--- src/rtl/wb_lsu.sv ---
// wb_lsu: load/store unit turning core requests into classic Wishbone cycles, with RMW for sub-word stores
module wb_lsu #(
    parameter int TIMEOUT = 255
) (
    input  logic        clk,
    input  logic        rst,
    input  logic        req,
    input  logic        we,
    input  logic [2:0]  funct3,
    input  logic [31:0] addr,
    input  logic [31:0] wdata,
    output logic [31:0] rdata,
    output logic        done,
    output logic        err,
    output logic        busy,
    output logic        CYC,
    output logic        STB,
    output logic        WE,
    output logic [31:0] ADR,
    output logic [31:0] DAT_O,
    input  logic [31:0] DAT_I,
    output logic [2:0]  CTI_O,
    input  logic        ACK,
    input  logic        ERR,
    input  logic        RTY
);
    typedef enum logic [2:0] {IDLE, RD, MOD, WR, DONE} state_t;
    localparam logic [15:0] TLAST = 16'(TIMEOUT - 1);
    state_t      st;
    logic [1:0]  a;
    logic [2:0]  f3;
    logic        w, fail, retry, bad;
    logic [31:0] wd, wrd, ext, mrg;
    logic [15:0] cnt, h;
    logic [7:0]  b;
    assign STB = CYC;
    assign CTI_O = 3'b000;
    assign bad = (we ? (funct3 > 3'd2) : (funct3 == 3'd3 || funct3[2:1] == 2'b11))
               || (funct3[1:0] == 2'b01 && addr[0])
               || (funct3[1:0] == 2'b10 && addr[1:0] != 2'b00);
    assign h = a[1] ? DAT_I[31:16] : DAT_I[15:0];
    assign b = a[0] ? h[15:8] : h[7:0];
    assign ext = f3[1:0] == 2'b00 ? {{24{b[7] & ~f3[2]}}, b}
               : f3[1:0] == 2'b01 ? {{16{h[15] & ~f3[2]}}, h} : DAT_I;
    // merge store data into the captured word on its little-endian lane; SW passes wdata through
    always_comb begin
        mrg = wrd;
        if (f3[1]) mrg = wd;
        else if (f3[0]) mrg = a[1] ? {wd[15:0], wrd[15:0]} : {wrd[31:16], wd[15:0]};
        else mrg[{a, 3'b000} +: 8] = wd[7:0];
    end
    // request sequencing, bus handshake, timeout and registered outputs
    always_ff @(posedge clk or posedge rst) begin
        if (rst) begin
            st <= IDLE; CYC <= 1'b0; WE <= 1'b0; ADR <= '0; DAT_O <= '0; rdata <= '0;
            done <= 1'b0; err <= 1'b0; busy <= 1'b0; cnt <= '0; a <= '0; f3 <= '0;
            w <= 1'b0; wd <= '0; wrd <= '0; fail <= 1'b0; retry <= 1'b0;
        end else begin
            done <= 1'b0;
            err <= 1'b0;
            case (st)
                IDLE: if (req) begin
                    a <= addr[1:0]; f3 <= funct3; w <= we; wd <= wdata;
                    ADR <= {addr[31:2], 2'b00}; DAT_O <= wdata;
                    cnt <= '0; retry <= 1'b0; fail <= bad; busy <= 1'b1;
                    st <= bad ? DONE : (we && funct3 == 3'd2) ? WR : RD;
                    CYC <= !bad;
                    WE <= !bad && we && funct3 == 3'd2;
                end
                RD, WR: if (ACK || ERR || RTY || cnt == TLAST) begin
                    CYC <= 1'b0; WE <= 1'b0;
                    st <= ACK ? ((st == RD && w) ? MOD : DONE) : (ERR || !RTY) ? DONE : MOD;
                    fail <= !ACK && (ERR || !RTY);
                    retry <= !ACK && !ERR && RTY && st == RD;
                    if (ACK && st == RD) begin
                        wrd <= DAT_I;
                        if (!w) rdata <= ext;
                    end
                end else cnt <= cnt + 16'd1;
                MOD: begin
                    CYC <= 1'b1; cnt <= '0; WE <= !retry;
                    st <= retry ? RD : WR;
                    if (!retry) DAT_O <= mrg;
                end
                DONE: begin
                    done <= 1'b1; err <= fail; busy <= 1'b0; st <= IDLE;
                end
                default: st <= IDLE;
            endcase
        end
    end
endmodule

--- config.mk ---
export PLATFORM = sky130hd
export DESIGN_NAME = wb_lsu
export DESIGN_NICKNAME = d
export VERILOG_FILES = /design/src/rtl/wb_lsu.sv
export SDC_FILE = /design/constraint.sdc
export NUM_CORES = 1
export LEC_CHECK = 0
export CORE_ASPECT_RATIO = 1.4
export CORE_MARGIN = 10
export CORE_UTILIZATION = 35
export DETAILED_ROUTE_END_ITERATION = 12
export PLACE_DENSITY_LB_ADDON = 0.1
export SYNTH_ARGS = -nofsm -noshare
export SYNTH_HDL_FRONTEND = slang
export SYNTH_SLANG_ARGS = --single-unit
--- constraint.sdc ---
create_clock -name clk -period 13.5 [get_ports clk]
set_input_delay 2.7 -clock clk [delete_from_list [all_inputs] [get_ports clk]]
set_output_delay 2.7 -clock clk [all_outputs]
set_load 0.05 [all_outputs]
==> impl_metrics.py, run 1 <==
metrics = {
    "worst_setup_path": {
        "cp.arrival_ns": 5.57,
        "r2r-start": "st[0]",
        "r2r_slack_ns": 10.30,
        "critPathKind": "input port to flop",
        "crit_start": "ACK",
        "r2r_cells": 5,
        "endpoint": "rdata[21]",
        "end_kind": "flop",
        "cp.required_ns": 13.77,
        "startpoint_type": "input port",
        "crit_path_max_fanout": 58,
        "timing.rr.end": "rdata[21]",
    },
    "pwr": {
        "combPwrFrac_pct": 48.3,
        "peakVddDrop_mv": 0.111,
        "switchingPower_uw": 1320,
        "power_density_nw_per_um2": 224,
        "power.total_uw": 2830,
        "leakage_uw": 0.00536,
        "clkPwrFrac_pct": 17.8,
        "p_int_uw": 1520,
        "p_seq_share_pct": 33.9,
        "swShare_pct": 46.4,
    },
    "floorplan": {
        "core_sq_um": 27600,
        "rows": 72,
        "ioPinCount": 211,
        "initial_core_util_pct": 35.4,
        "chipHeight_um": 218,
        "die-area_sq_um": 35100,
        "die-width_um": 161,
    },
    "timing": {
        "slew-limit-headroom_pct": 31.5,
        "max_freq_ghz": 0.189,
        "worst_slack_ns": 8.20,
        "holdWs_ns": 0.475,
        "maxSlewViolCount": 0,
        "period_needed_ns": 5.30,
        "grt_setup_unrepaired": "no",
        "skew_ns": 0.0102,
        "period_share_pct": 39.3,
        "setup_violations": 0,
        "setup_tns_ns": 0,
        "worstMarginPinSlew_ns": 1.02,
        "hold_viol": 0,
    },
    "synth": {
        "yosysSeqAreaShare_pct": 48.7,
        "yosysWarnings": 0,
        "async_reset_ff_share_pct": 100,
        "syn_area_per_cell_sq_um": 8.59,
        "ys.flop_type": "dfrtp_1",
        "synth_seq_cells": 190,
        "netlist_instances": 1137,
        "synth_edf_count": 0,
        "synth_cell_type_count": 63,
        "syn-cell-area_sq_um": 9770,
    },
    "drt": {
        "final_antenna_net_count": 0,
        "vias": 8711,
        "wirelength_um": 33500,
        "routed_via_density": 5.21,
        "wl_per_cell_um": 20.0,
        "drc_errors": 0,
        "first_pass_iters": 5,
        "drt_iter0_markers": 655,
    },
    "cts": {
        "cts_sinks": 190,
        "cts_max_path_buffers": 2,
        "clock-root-buffer": "clkbuf_16",
        "clock_latency_ns": 0.44,
        "htree_levels": 4,
        "cts_buffers": 17,
        "postCtsSetupRepairBufs": 0,
        "path_clk_slew_ns": 0.07,
        "cts-resized-gates": 0,
        "cts_tree": "done",
        "cts_hold_buf": 0,
    },
    "global_routing": {
        "met3_usage_pct": 6.23,
        "top_usage_layer": "met2",
        "overflow": 0,
        "track_usage_pct": 18.9,
        "grt_pass1_vias": 9130,
        "grtUsageMet2_pct": 31.4,
        "gr-usage-met1_pct": 22.7,
        "grt_antenna_before_repair": 3,
        "grt_max_degree": 115,
        "grt_pass1_wl_um": 53000,
    },
    "placement": {
        "post-dp-hpwl_um": 23700,
        "place_ws_ns": 7.74,
        "io_buffer_count": 205,
        "routabilityCongestion": 0.823,
    },
    "cells_and_area": {
        "layout-drive-gt1-share_pct": 5.61,
        "multi_input_area_sq_um": 4520,
        "area_growth_pct": 29.5,
        "fillCellCount": 2766,
        "finalNetCount": 1401,
        "area.sequential_sq_um": 4760,
    },
    "worst_hold_path": {
        "min_path_cells": 2,
        "worstHoldPathType": "flop to flop",
    },
    "run_status": {
        "outcome": "complete, no violations",
    },
    "run": {
        "maxCapViolations": 0,
    },
}
==> sequential cells by signal, indices dropped and copies added, names as in the netlist <==
| signal | cells |
|---|---|
| busy | 1 |
| ADR | 30 |
| st | 3 |
| retry | 1 |
| DAT_O | 32 |
| err | 1 |
| CYC | 1 |
| done | 1 |
| fail | 1 |
| wrd | 32 |
| cnt | 16 |
| WE | 1 |
| a | 2 |
| rdata | 32 |
| w | 1 |
| f3 | 3 |
| wd | 32 |
==> stage by stage <==
stage / instance area (sq um) / instances / util (%)
6_report: 12700 / 1673 / 45.9
4_1_cts: 12600 / 1671 / 45.9
3_3_place_gp: 12100 / 1639 / 43.8
5_1_grt: 12600 / 1672 / 45.9
3_5_place_dp: 12100 / 1639 / 43.8
2_1_floorplan: 9780 / 1141 / -
==> layout make-up <==
cell class                      count  share of cell area, %
Tap cell                          370                   3.66
Antenna cell                        2                 0.0396
Clock buffer                       18                   3.39
Clock inverter                     14                   1.14
Timing Repair Buffer              220                   17.1
Sequential cell                   190                   37.6
Multi-Input combinational cell    815                   35.7
Inverter                           44                   1.36
==> synthesized netlist by cell type (11+ instances only) <==
master      n  area, sq um
nand2b_1   24          150
o22ai_1    15         93.8
mux2i_1    21          210
a21boi_0   14          105
a21oi_1    59          295
a221oi_1   11         96.3
nand2_1   308         1160
nor2_1     37          139
nand3b_1   14          105
o211ai_1   11         82.6
clkbuf_1   72          270
inv_1      44          165
o21ai_0   126          631
dfrtp_1   190         4750
buf_1      11         41.3
a211oi_1   16          120
==> power by group through the flow <==
stage / Combinational (uW) / Clock, uW / Sequential [uW]
floorplan: 502 / 0 / 1340
CTS: 1390 / 517 / 963
detailed placement: 1380 / 0 / 970
global placement: 1370 / 0 / 966
finish: 1370 / 503 / 961
global route: 1480 / 537 / 991
==> worst min-delay path by stage <==
stage	startpoint	endpoint	slack (ns)
2_1_floorplan	wd[30]	wd[30]	0.45
3_3_place_gp	ADR[11]	ADR[11]	0.46
3_5_place_dp	ADR[3]	ADR[3]	0.46
4_1_cts	ADR[5]	ADR[5]	0.48
5_1_grt	ADR[27]	ADR[27]	0.50
6_report	ADR[5]	ADR[5]	0.48
==> critical path, stage by stage <==
cell and delay (ns):
clkdlybuf4s50_1 0.55, nor4bb_4 0.30, buf_4 0.51, nand2b_1 0.39
nor3_2 0.92, a21oi_1 0.16
==> per-layer routing <==
| layer | vias up | wire (um) | share of wire [%] |
|---|---|---|---|
| met3 | 35 | 2480 | 7.4 |
| met4 | 2 | 636 | 1.9 |
| met5 | - | 8 | 0.024 |
| li1 | 4223 | - | - |
| met1 | 4209 | 14000 | 42 |
| met2 | 242 | 16300 | 49 |
==> cells in the final DEF (no fill, tap or decap), drive strengths merged, types with 8 or more instances in the layout <==
master / instances
clkinv: 9
nand3: 8
a211oi: 16
a221o: 10
or3: 8
o211ai: 11
clkdlybuf4s50: 205
inv: 45
mux2i: 21
a22oi: 10
mux2: 10
o21ai: 127
nand3b: 14
a21oi: 59
o31ai: 8
dfrtp: 190
buf: 15
nand2b: 24
clkbuf: 18
o32ai: 8
a221oi: 11
o22ai: 15
and3b: 9
nor3: 9
nor2: 37
or4: 11
a21boi: 14
nand2: 308
==> cell families (layout without fill, tap and decap cells) <==
family / Yosys count / in the layout / share of synthesized area (%)
AOI/OAI and AO/OA: 310 / 310 / 19.6
muxes: 32 / 32 / 3.54
and+or+nand+nor: 461 / 461 / 21.7
DFF: 190 / 190 / 48.7
adders and majority gates: 7 / 7 / 0.897
buffers and inverters: 136 / 296 / 5.56
other: 1 / 7 / 0.0384
Power figures use the tool's default switching activity.
==> inputs of run 2 (changes only) <==
clock period = 4.9 ns   (was 13.5 ns; I/O delays follow)
==> impl_metrics.py, run 2 (synthesized netlist as in run 1, its figures left out) <==
metrics = {
    "timing": {
        "setup_violations": 0,
        "period_needed_ns": 3.15,
        "worstMarginPinSlew_ns": 1.08,
        "period_share_pct": 64.2,
        "max_freq_ghz": 0.318,
        "worst_slack_ns": 1.75,
        "hold_viol": 0,
        "setup_tns_ns": 0,
        "maxSlewViolCount": 0,
        "skew_ns": 0.0146,
        "grt_setup_unrepaired": "no",
        "slew-limit-headroom_pct": 27.9,
    },
    "global_routing": {
        "track_usage_pct": 18.8,
        "grt_antenna_before_repair": 0,
        "grt_pass1_wl_um": 52700,
        "grt_max_degree": 58,
        "grt_pass1_vias": 8894,
        "overflow": 0,
    },
    "drt": {
        "first_pass_iters": 5,
        "drc_errors": 0,
        "drt_iter0_markers": 558,
        "final_antenna_net_count": 0,
        "wirelength_um": 33500,
        "wl_per_cell_um": 20.0,
        "vias": 8673,
        "top_layer_used": "met4",
        "met2WireLength_um": 16600,
        "wl_met1_um": 14300,
        "wl_met3_um": 2280,
        "routed_via_density": 5.18,
    },
    "floorplan": {
        "core_sq_um": 27600,
        "ioPinCount": 211,
        "die-width_um": 161,
        "rows": 72,
        "chipHeight_um": 218,
        "initial_core_util_pct": 35.4,
        "die-area_sq_um": 35100,
    },
    "cells_and_area": {
        "layout-drive-gt1-share_pct": 5.76,
        "layout_commonest_cell": "nand2_1",
        "n_antenna_cell": 0,
        "area_growth_pct": 30.1,
        "fillCellCount": 2777,
        "final_area_sq_um": 12700,
        "instances_no_fill": 1673,
        "final_cell_mix": "nand2_1 (308), clkdlybuf4s50_1 (205), dfrtp_1 (188)",
        "finalNetCount": 1404,
    },
    "cts": {
        "cts_tree": "done",
        "cts_hold_buf": 0,
        "cts_max_path_buffers": 2,
        "htree_levels": 4,
        "path_clk_slew_ns": 0.07,
        "cts_sinks": 190,
        "postCtsSetupRepairBufs": 0,
        "clock-root-buffer": "clkbuf_16",
        "cts_buffers": 17,
        "cts-resized-gates": 0,
        "clock_latency_ns": 0.44,
    },
    "worst_hold_path": {
        "worstHoldPathType": "flop to flop",
    },
    "placement": {
        "post-dp-hpwl_um": 24300,
        "place_ws_ns": 1.31,
        "place_area_sq_um": 12100,
        "io_buffer_count": 205,
        "place_inst": 1642,
        "routabilityCongestion": 0.831,
    },
    "worst_setup_path": {
        "crit_path_max_fanout": 16,
        "cp.required_ns": 5.15,
        "crit_path_max_incr_delay_ns": 0.94,
        "end_kind": "flop",
        "cpLargestDelayFamily": "simple AND/OR/NAND/NOR gates",
        "cp_cell_sequence": "clkdlybuf4s50_1 > nor4bb_4 > nand2b_1 > nor3_2 > a21oi_1",
        "crit_buf_inv": 1,
        "critPathKind": "input port to flop",
        "cp.arrival_ns": 3.40,
        "slowest_stage": "nor3_2",
        "startpoint_type": "input port",
    },
    "pwr": {
        "clkPwrFrac_pct": 18.1,
        "combPwrFrac_pct": 47.8,
        "p_int_uw": 4210,
        "switchingPower_uw": 3630,
        "power_density_nw_per_um2": 617,
        "swShare_pct": 46.3,
        "leakage_uw": 0.00539,
        "peakVddDrop_mv": 0.370,
        "p_seq_share_pct": 34.1,
    },
    "run": {
        "maxCapViolations": 0,
    },
    "run_status": {
        "outcome": "complete, no violations",
    },
}
[run 2: cell count changes in the layout (fill, tap and decap cells not counted), moves of 2 or more]
cell / previous run / this run
diode_2: 2 / 0
clkinv_2: 5 / 3
inv_6: 1 / 3
buf_12: 0 / 2
clkbuf_8: 0 / 2
[run 2: per-stage QoR]
step | power (uW) | utilization (%) | hold slack (ns)
finish | 7840 | 46.1 | 0.472
global route | 8320 | 46.1 | 0.494
CTS | 7910 | 46.1 | 0.480
detailed placement | 6460 | 44.0 | 0.461
global placement | 6440 | 44.0 | 0.456
floorplan | 5070 | - | 0.446
[run 2: per-layer routing]
metal | track usage [%] | vias up
met5 | 0 | -
met4 | 4.22 | 0
met3 | 5.93 | 17
met2 | 31.8 | 211
met1 | 23.0 | 4220
li1 | - | 4225
[run 2: layout make-up]
type | instances | area [sq um] | area share (%)
clock buffers | 19 | 453 | 3.57
inverters | 44 | 169 | 1.33
clock inverters | 12 | 135 | 1.06
repair buffers | 223 | 2210 | 17.4
multi-input cells | 815 | 4520 | 35.5
well taps | 370 | 463 | 3.64
flip-flops and latches | 190 | 4760 | 37.4
[run 2: worst paths after layout]
| check | start | endpoint | slack (ns) | cells after the start |
|---|---|---|---|---|
| max in group asynchronous | rst | ADR[29] | 2.81 | 3 |
| hold / removal | ADR[24] | ADR[24] | 0.47 | 2 |
| min in group asynchronous | rst | DAT_O[30] | 1.10 | 2 |
| setup reg to reg | a[0] | DAT_O[14] | 1.77 | 6 |
| setup / recovery | ACK | rdata[24] | 1.75 | 5 |
| hold reg to reg | ADR[24] | ADR[24] | 0.47 | 2 |
[run 2: worst register-to-register path: stages, from the launching register on]
cell and delay, ns:
dfrtp_1 0.67, inv_1 0.27, ha_1 0.59, nand3b_1 0.40, o22ai_1 0.14, a2111oi_0 0.72, o21ai_0 0.19
[run 2: power groups by stage]
| stage | Clock [uW] | Sequential (uW) | Combinational [uW] |
|---|---|---|---|
| 4_1_cts | 1450 | 2680 | 3780 |
| 2_1_floorplan | 0 | 3690 | 1380 |
| 5_1_grt | 1510 | 2750 | 4050 |
| 3_3_place_gp | 0 | 2680 | 3760 |
| 6_report | 1420 | 2670 | 3750 |
| 3_5_place_dp | 0 | 2690 | 3770 |
==> inputs of run 3 (changes only) <==
clock period = 2.8 ns   (was 4.9 ns; I/O delays follow)
==> impl_metrics.py, run 3 (synthesized netlist as in run 1, its figures left out) <==
metrics = {
    "timing": {
        "setup_violations": 0,
        "hold_viol": 0,
        "grt_setup_unrepaired": "no",
        "worst_slack_ns": 0.496,
        "worstMarginPinSlew_ns": 0.638,
        "period_share_pct": 82.3,
        "period_needed_ns": 2.30,
        "max_freq_ghz": 0.434,
        "skew_ns": 0.0112,
        "maxSlewViolCount": 0,
        "slew-limit-headroom_pct": 57.4,
        "setup_tns_ns": 0,
    },
    "floorplan": {
        "core_sq_um": 27600,
        "initial_core_util_pct": 35.4,
        "chipHeight_um": 218,
        "ioPinCount": 211,
        "rows": 72,
        "die-width_um": 161,
        "die-area_sq_um": 35100,
    },
    "global_routing": {
        "grt_max_degree": 57,
        "grt_pass1_vias": 9155,
        "track_usage_pct": 19.3,
        "grt_pass1_wl_um": 53800,
        "overflow": 0,
        "grt_antenna_before_repair": 1,
    },
    "worst_setup_path": {
        "cp.arrival_ns": 2.68,
        "r2r_cells": 7,
        "slowest_stage": "or4_1",
        "cpLargestDelayFamily": "simple AND/OR/NAND/NOR gates",
        "startpoint_type": "input port",
        "crit_path_max_incr_delay_ns": 0.61,
        "cp_cell_sequence": "clkdlybuf4s50_1 > or3_1 > or4_1 > or4_1 > a21oi_1",
        "cp_common_cell": "or4_1",
        "cp.required_ns": 3.17,
        "critPathKind": "input port to flop",
        "crit_buf_inv": 1,
        "crit_path_max_fanout": 6,
        "end_kind": "flop",
        "cp_num_cells": 5,
    },
    "pwr": {
        "combPwrFrac_pct": 49.0,
        "peakVddDrop_mv": 0.542,
        "power.total_uw": 14000,
        "leakage_uw": 0.00559,
        "swShare_pct": 45.8,
        "p_seq_share_pct": 32.3,
        "clkPwrFrac_pct": 18.7,
        "p_int_uw": 7580,
        "switchingPower_uw": 6420,
        "power_density_nw_per_um2": 1070,
    },
    "cts": {
        "cts-resized-gates": 0,
        "htree_levels": 4,
        "cts_max_path_buffers": 2,
        "postCtsSetupRepairBufs": 0,
        "cts_sinks": 190,
        "clock_latency_ns": 0.44,
        "path_clk_slew_ns": 0.07,
        "cts_hold_buf": 0,
        "cts_buffers": 17,
        "clock-root-buffer": "clkbuf_16",
        "cts_tree": "done",
    },
    "run": {
        "maxCapViolations": 0,
    },
    "cells_and_area": {
        "area_growth_pct": 33.9,
        "fillCellCount": 2775,
        "fin_util_pct": 47.5,
        "layout-drive-gt1-share_pct": 8.15,
        "layout_commonest_cell": "nand2_1",
        "n_antenna_cell": 0,
        "area.sequential_sq_um": 4760,
        "finalNetCount": 1437,
        "final_cell_mix": "nand2_1 (308), clkdlybuf4s50_1 (205), dfrtp_1 (188)",
        "multi_input_area_sq_um": 4520,
    },
    "drt": {
        "drc_errors": 0,
        "vias": 8873,
        "final_antenna_net_count": 0,
        "wl_per_cell_um": 20.0,
        "routed_via_density": 5.20,
        "first_pass_iters": 5,
        "drt_iter0_markers": 532,
        "wirelength_um": 34100,
    },
    "placement": {
        "routabilityCongestion": 0.811,
        "post-dp-hpwl_um": 25200,
        "place_ws_ns": 0.0381,
        "io_buffer_count": 205,
    },
    "run_status": {
        "outcome": "complete, no violations",
    },
    "worst_hold_path": {
        "min_path_cells": 2,
        "worstHoldPathType": "flop to flop",
    },
}
run 3: cell types whose count changed in the layout (fill, tap and decap cells not counted), moves of 2 or more:
cell,before,now
buf_4,16,41
inv_6,3,5
clkinv_4,3,1
buf_12,2,10
run 3: stage by stage:
step | instances | hold WS [ns] | cell area (sq um)
final | 1707 | 0.475 | 13100
after global routing | 1707 | 0.495 | 13100
after CTS | 1707 | 0.479 | 13100
after detailed placement | 1675 | 0.461 | 12500
after global placement | 1675 | 0.456 | 12500
after floorplan | 1141 | 0.446 | 9790
run 3: worst reg2reg max path: cells and delay by family, from the launching register on:
kind            cells  cell delay [ns]
compound gates      3             0.68
simple gates        1             0.32
flops               1             0.40
fa+ha+maj           1             0.32
buf+inv             2             0.39
run 3: cell type report:
type	count	area share [%]
sequential	190	36.4
multi-input combinational	815	34.5
timing repair buffer	256	19.6
tap	370	3.54
clock buffer	18	3.36
clock inverter	14	1.37
inverter	44	1.29
run 3: power groups by stage:
stage,clock (uW),combinational (uW),sequential [uW]
6_report,2620,6870,4520
3_5_place_dp,0,6910,4560
2_1_floorplan,0,2420,6460
5_1_grt,2780,7410,4660
3_3_place_gp,0,6890,4530
4_1_cts,2680,6940,4530
run 3: worst paths after layout:
check	slack [ns]	endpoint	start
hold reg to reg	0.48	ADR[7]	ADR[7]
setup / recovery	0.50	cnt[10]	ACK
setup reg to reg	0.58	DAT_O[14]	a[1]
min in group asynchronous	0.55	DAT_O[24]	rst
hold / removal	0.48	ADR[7]	ADR[7]
max in group asynchronous	1.46	ADR[2]	rst
run 3: per-layer routing:
layer | vias up | track usage [%] | routed length [um]
li1 | 4294 | - | -
met1 | 4269 | 23.0 | 14100
met3 | 41 | 6.48 | 2500
met5 | - | 0 | 13
met4 | 2 | 5.96 | 704
met2 | 267 | 32.4 | 16800
==> variant 1: new RTL, flow settings as in run 2 <==
Put one more register stage on the output `err`, with the module's reset. The value now appears one clock later. The other outputs are not delayed to match.
--- a/src/rtl/wb_lsu.sv
+++ b/src/rtl/wb_lsu.sv
@@ -26,6 +26,8 @@
 );
     typedef enum logic [2:0] {IDLE, RD, MOD, WR, DONE} state_t;
     localparam logic [15:0] TLAST = 16'(TIMEOUT - 1);
+
+    logic err_s0;
     state_t      st;
     logic [1:0]  a;
     logic [2:0]  f3;
@@ -53,11 +55,11 @@
     always_ff @(posedge clk or posedge rst) begin
         if (rst) begin
             st <= IDLE; CYC <= 1'b0; WE <= 1'b0; ADR <= '0; DAT_O <= '0; rdata <= '0;
-            done <= 1'b0; err <= 1'b0; busy <= 1'b0; cnt <= '0; a <= '0; f3 <= '0;
+            done <= 1'b0; err_s0 <= 1'b0; busy <= 1'b0; cnt <= '0; a <= '0; f3 <= '0;
             w <= 1'b0; wd <= '0; wrd <= '0; fail <= 1'b0; retry <= 1'b0;
         end else begin
             done <= 1'b0;
-            err <= 1'b0;
+            err_s0 <= 1'b0;
             case (st)
                 IDLE: if (req) begin
                     a <= addr[1:0]; f3 <= funct3; w <= we; wd <= wdata;
@@ -83,11 +85,19 @@
                     if (!retry) DAT_O <= mrg;
                 end
                 DONE: begin
-                    done <= 1'b1; err <= fail; busy <= 1'b0; st <= IDLE;
+                    done <= 1'b1; err_s0 <= fail; busy <= 1'b0; st <= IDLE;
                 end
                 default: st <= IDLE;
             endcase
         end
     end
+    always_ff @(posedge clk or posedge rst) begin
+        if (rst) begin
+            err <= '0;
+        end else begin
+            err <= err_s0;
+        end
+    end
+
 endmodule
 
Formal check against the unedited RTL: not equivalent (Yosys sat finds a counterexample within 4 cycles, from zero or initial values and one cycle with rst high).
==> variant 1 against run 2 <==
Largest cell class unchanged; sequential cell count rose by 1; register-to-register slack gained 30 ps; total power grew 1.1%; non-clock buffer count shrank 4; final area is 0.95% higher; first-iteration DRC count fell by 0.54%; area after synthesis rose by 0.87%; combinational power fell by 3%; wire length down 2.7%; die area is 0.78% higher; largest power group unchanged; setup slack worse by 91 ps; worst hold slack lost 120 ps.
==> variant 1: results (changes against run 2) <==
* Status: complete, no violations
* Commonest cells post-synth: dfrtp_1, nand2_1, o21ai_0
* Top cells by area, synth: dfrtp_1, mux2_2, nand2_1
* H-Tree Level Count at 4 (unchanged)
* Root buf cell: clkbuf_16
* Peak fanout along the critical path at 29 (+13)
* Synth warn at 0 (unchanged)
* DRC viols at 0 (unchanged)
* Synth cell types at 60 (-4.8%)
* Clock Path Buffers at 2 (unchanged)
* First-pass GRT wire length at 51,600 um (-2.1%)
* Internal Power at 4.37 mW (+3.6%)
* Sequential area share after synthesis at 0.485 (-0.00166)
* Final Skew at 10.1 ps (-4.51 ps)
* Actual slew at the worst max-slew pin at 1080 ps (+2.02 ps)
* GRT Total Usage at 0.183 (-0.00504)
* Vias in the first global route at 8,580 (-3.5%)
* DR vias at 8,395 (-3.2%)
* WL/cell at 20.6 um (+2.7%)
* Slowest stage cell, crit path: or4bb_1
* Post-CTS setup repair buffer count at 0 (unchanged)
* Max incr delay on CP at 950 ps
* Clock latency on the worst-skew pair at 440 ps (about the same)
* First DRT Iteration DRCs at 555 (-0.54%)
* CP top delay family: simple AND/OR/NAND/NOR gates
* Final HPWL DP at 23,400 um (-3.7%)
* CTS buffer count at 17 (unchanged)
* Gp weighted congestion at 0.834 (+0.45%)
* Leak at 5.24 nW (-2.8%)
* CTS tree: yes
* CTS resizes at 0 (unchanged)
* Grt ovf at 0 (unchanged)
* Worst min path class: flip-flop to flip-flop
* Drt first pass iters at 5 (unchanged)
* Antenna cells at 0 (unchanged)
* Clock slew at reported path FFs at 80 ps
* PortBufs at 205 (unchanged)
* Largest net degree at the start of global routing at 97 (+67%)
* Asr flop ratio synth at 1.00 (unchanged)
* Nets at 1,316 (-6.3%)
* Die area at 35,400 um2 (+0.78%)
* Antenna violations before repair at 0 (unchanged)
* Share of cells above drive strength 1 at 0.100 (+0.0428)
* Pre-CTS setup slack at 1210 ps (-98.3 ps)
* Peak supply drop at 0.317 mV (-14%)
==> variant 1: layer usage <==
layer | vias to the layer above | track usage | share of wire
met2 | 219 | 0.304 | 0.50
met4 | 0 | 0.0596 | 0.022
met3 | 33 | 0.0412 | 0.049
met5 | - | 0 | 0
li1 | 4029 | - | -
met1 | 4114 | 0.231 | 0.43
==> variant 1: kinds of logic after synthesis <==
family                   count (synthesis)  synth area share
other                                    1          0.000381
adder cells (fa/ha/maj)                  7           0.00889
AND/OR/NAND/NOR                        349             0.172
buffers and inverters                  127            0.0523
multiplexers                            82            0.0921
flip-flops                             191             0.485
AO/OA/AOI/OAI                          292             0.189
==> variant 1: final timing paths <==
path	startpoint	cells after the start	slack (ps)	endpoint
min in group asynchronous	rst	2	860	DAT_O[27]
max in group asynchronous	rst	3	3110	ADR[16]
max	ACK	5	1660	rdata[30]
min reg2reg	err_s0	0	350	err
min	err_s0	0	350	err
max reg2reg	a[0]	6	1800	DAT_O[6]
==> variant 1: cell type report <==
class,instances,area [um2]
repair buffers,219,2180
clock inverters,13,186
fillers,2707,14800
clock buffers,19,453
flip-flops and latches,191,4780
multi-input cells,735,4610
inverters,39,150
well taps,370,463
==> variant 1: power by group through the flow <==
stage                     clock [mW]  sequential (mW)  combinational [mW]
after floorplan                    0             3.70                1.38
after global placement             0             2.78                3.65
after detailed placement           0             2.78                3.68
after CTS                       1.56             2.76                3.70
after global routing            1.63             2.84                3.91
final                           1.52             2.76                3.65
==> variant 1: metrics by stage <==
stage	cells	cell area [um2]	hold slack, ps
5_1_grt	1586	12800	385
2_1_floorplan	1053	9870	331
3_3_place_gp	1554	12200	348
4_1_cts	1586	12800	353
3_5_place_dp	1554	12200	337
6_report	1586	12800	354
==> variant 2: new RTL, config.mk and constraints of run 2 <==
Without the edit above. `TIMEOUT`: 255 -> 127.
--- a/src/rtl/wb_lsu.sv
+++ b/src/rtl/wb_lsu.sv
@@ -1,6 +1,6 @@
 // wb_lsu: load/store unit turning core requests into classic Wishbone cycles, with RMW for sub-word stores
 module wb_lsu #(
-    parameter int TIMEOUT = 255
+    parameter int TIMEOUT = 127
 ) (
     input  logic        clk,
     input  logic        rst,
Check against the original RTL: same outputs for any inputs over 4 cycles, from zero or initial values and one cycle with rst high; that may be too few to reach the edited logic, so the function may still have changed.
==> variant 2 against run 2 <==
Clock skew is 0.99 ps lower; combinational power up 20%; total power grew 13%; critical path type unchanged; utilization hardly changed; wire length down 2.4%; sequential power up 9.7%; sequential cell count did not move; largest power group unchanged; largest cell class unchanged; setup slack better by 300 ps; final area shrank 0.11%; synthesized cell count is 12% lower; area after synthesis is essentially flat.
==> variant 2: results (changes against run 2) <==
* Post-DR vias/cell at 5.35 (+3.3%)
* Crit path DAT at 3200 ps (-200 ps)
* First DRT Iteration DRCs at 622 (+11%)
* Actual slew at the worst max-slew pin at 1060 ps (-14.0 ps)
* DP Area at 12,100 um2 (-0.15%)
* Reg2reg end: DAT_O[15]
* Final Skew at 13.6 ps (-0.994 ps)
* Sequential area share after synthesis at 0.486 (about the same)
* Adder-Cell Fraction of Synth Area at 0.00896 (about the same)
* Top cells by area, synth: dfrtp_1, mux2_2, nand2_1
* Pre-CTS setup slack at 1580 ps (+274 ps)
* Vias in the first global route at 8,217 (-7.6%)
* Gp weighted congestion at 0.847 (+1.9%)
* DRT Wirelength at 32,700 um (-2.4%)
* First-pass GRT wire length at 50,500 um (-4.2%)
* R2R Setup Slk at 2130 ps (+360 ps)
* Compound-Gate Fraction of Synth Area at 0.183 (-0.0131)
* Max incr delay on CP at 600 ps (-340 ps)
* RR Startpoint: a[1]
* Worst setup endpoint: cnt[14]
* Slowest stage cell, crit path: or4_4
* Status: complete, no violations
* Largest net degree at the start of global routing at 137 (+140%)
* Synth Instances at 997 (-12%)
* Final HPWL DP at 23,100 um (-5.1%)
* Final period util at 0.581 (-0.0606)
* Peak fanout along the critical path at 11 (-5)
* Mux cell area share after synthesis at 0.114 (+0.0784)
* Share of cells above drive strength 1 at 0.121 (+0.0633)
[variant 2: power by group through the flow]
stage,Combinational [mW],Clock (mW),Sequential (mW)
after floorplan,1.82,0,4.03
after global placement,4.50,0,2.94
after detailed placement,4.52,0,2.96
after CTS,4.53,1.49,2.94
after global routing,4.81,1.54,3.03
final,4.49,1.45,2.93
[variant 2: worst max-delay path: cells and delay by family]
kind	cells	cell delay, ps
compound gates	1	170
buf+inv	1	460
simple gates	3	1600
[variant 2: area by class of cell]
cell class                      count  area, um2  share of cell area
Inverter                           32        124             0.00976
Timing Repair Buffer              217       2150               0.170
Clock inverter                     12        160              0.0126
Sequential cell                   190       4760               0.375
Clock buffer                       19        433              0.0341
Multi-Input combinational cell    697       4600               0.362
Tap cell                          370        463              0.0365
[variant 2: cell families after synthesis]
family,count (synthesis)
AOI/OAI and AO/OA,266
adders and majority gates,7
buffers and inverters,114
DFF,190
muxes,101
other,1
and+or+nand+nor,318
[variant 2: metal layers]
metal,track usage,wire length [um],vias up
li1,-,-,3894
met1,0.233,14200,4071
met2,0.300,16200,245
met3,0.0525,2010,20
met4,0.0456,391,0
met5,0,0,-
[variant 2: worst min-delay path by stage]
stage	start	end	slack, ps	cells after the start
finish	DAT_O[9]	DAT_O[9]	480	2
global route	DAT_O[7]	DAT_O[7]	510	2
global placement	DAT_O[9]	DAT_O[9]	460	2
detailed placement	DAT_O[9]	DAT_O[9]	460	2
CTS	DAT_O[9]	DAT_O[9]	480	2
floorplan	wd[30]	wd[30]	480	1
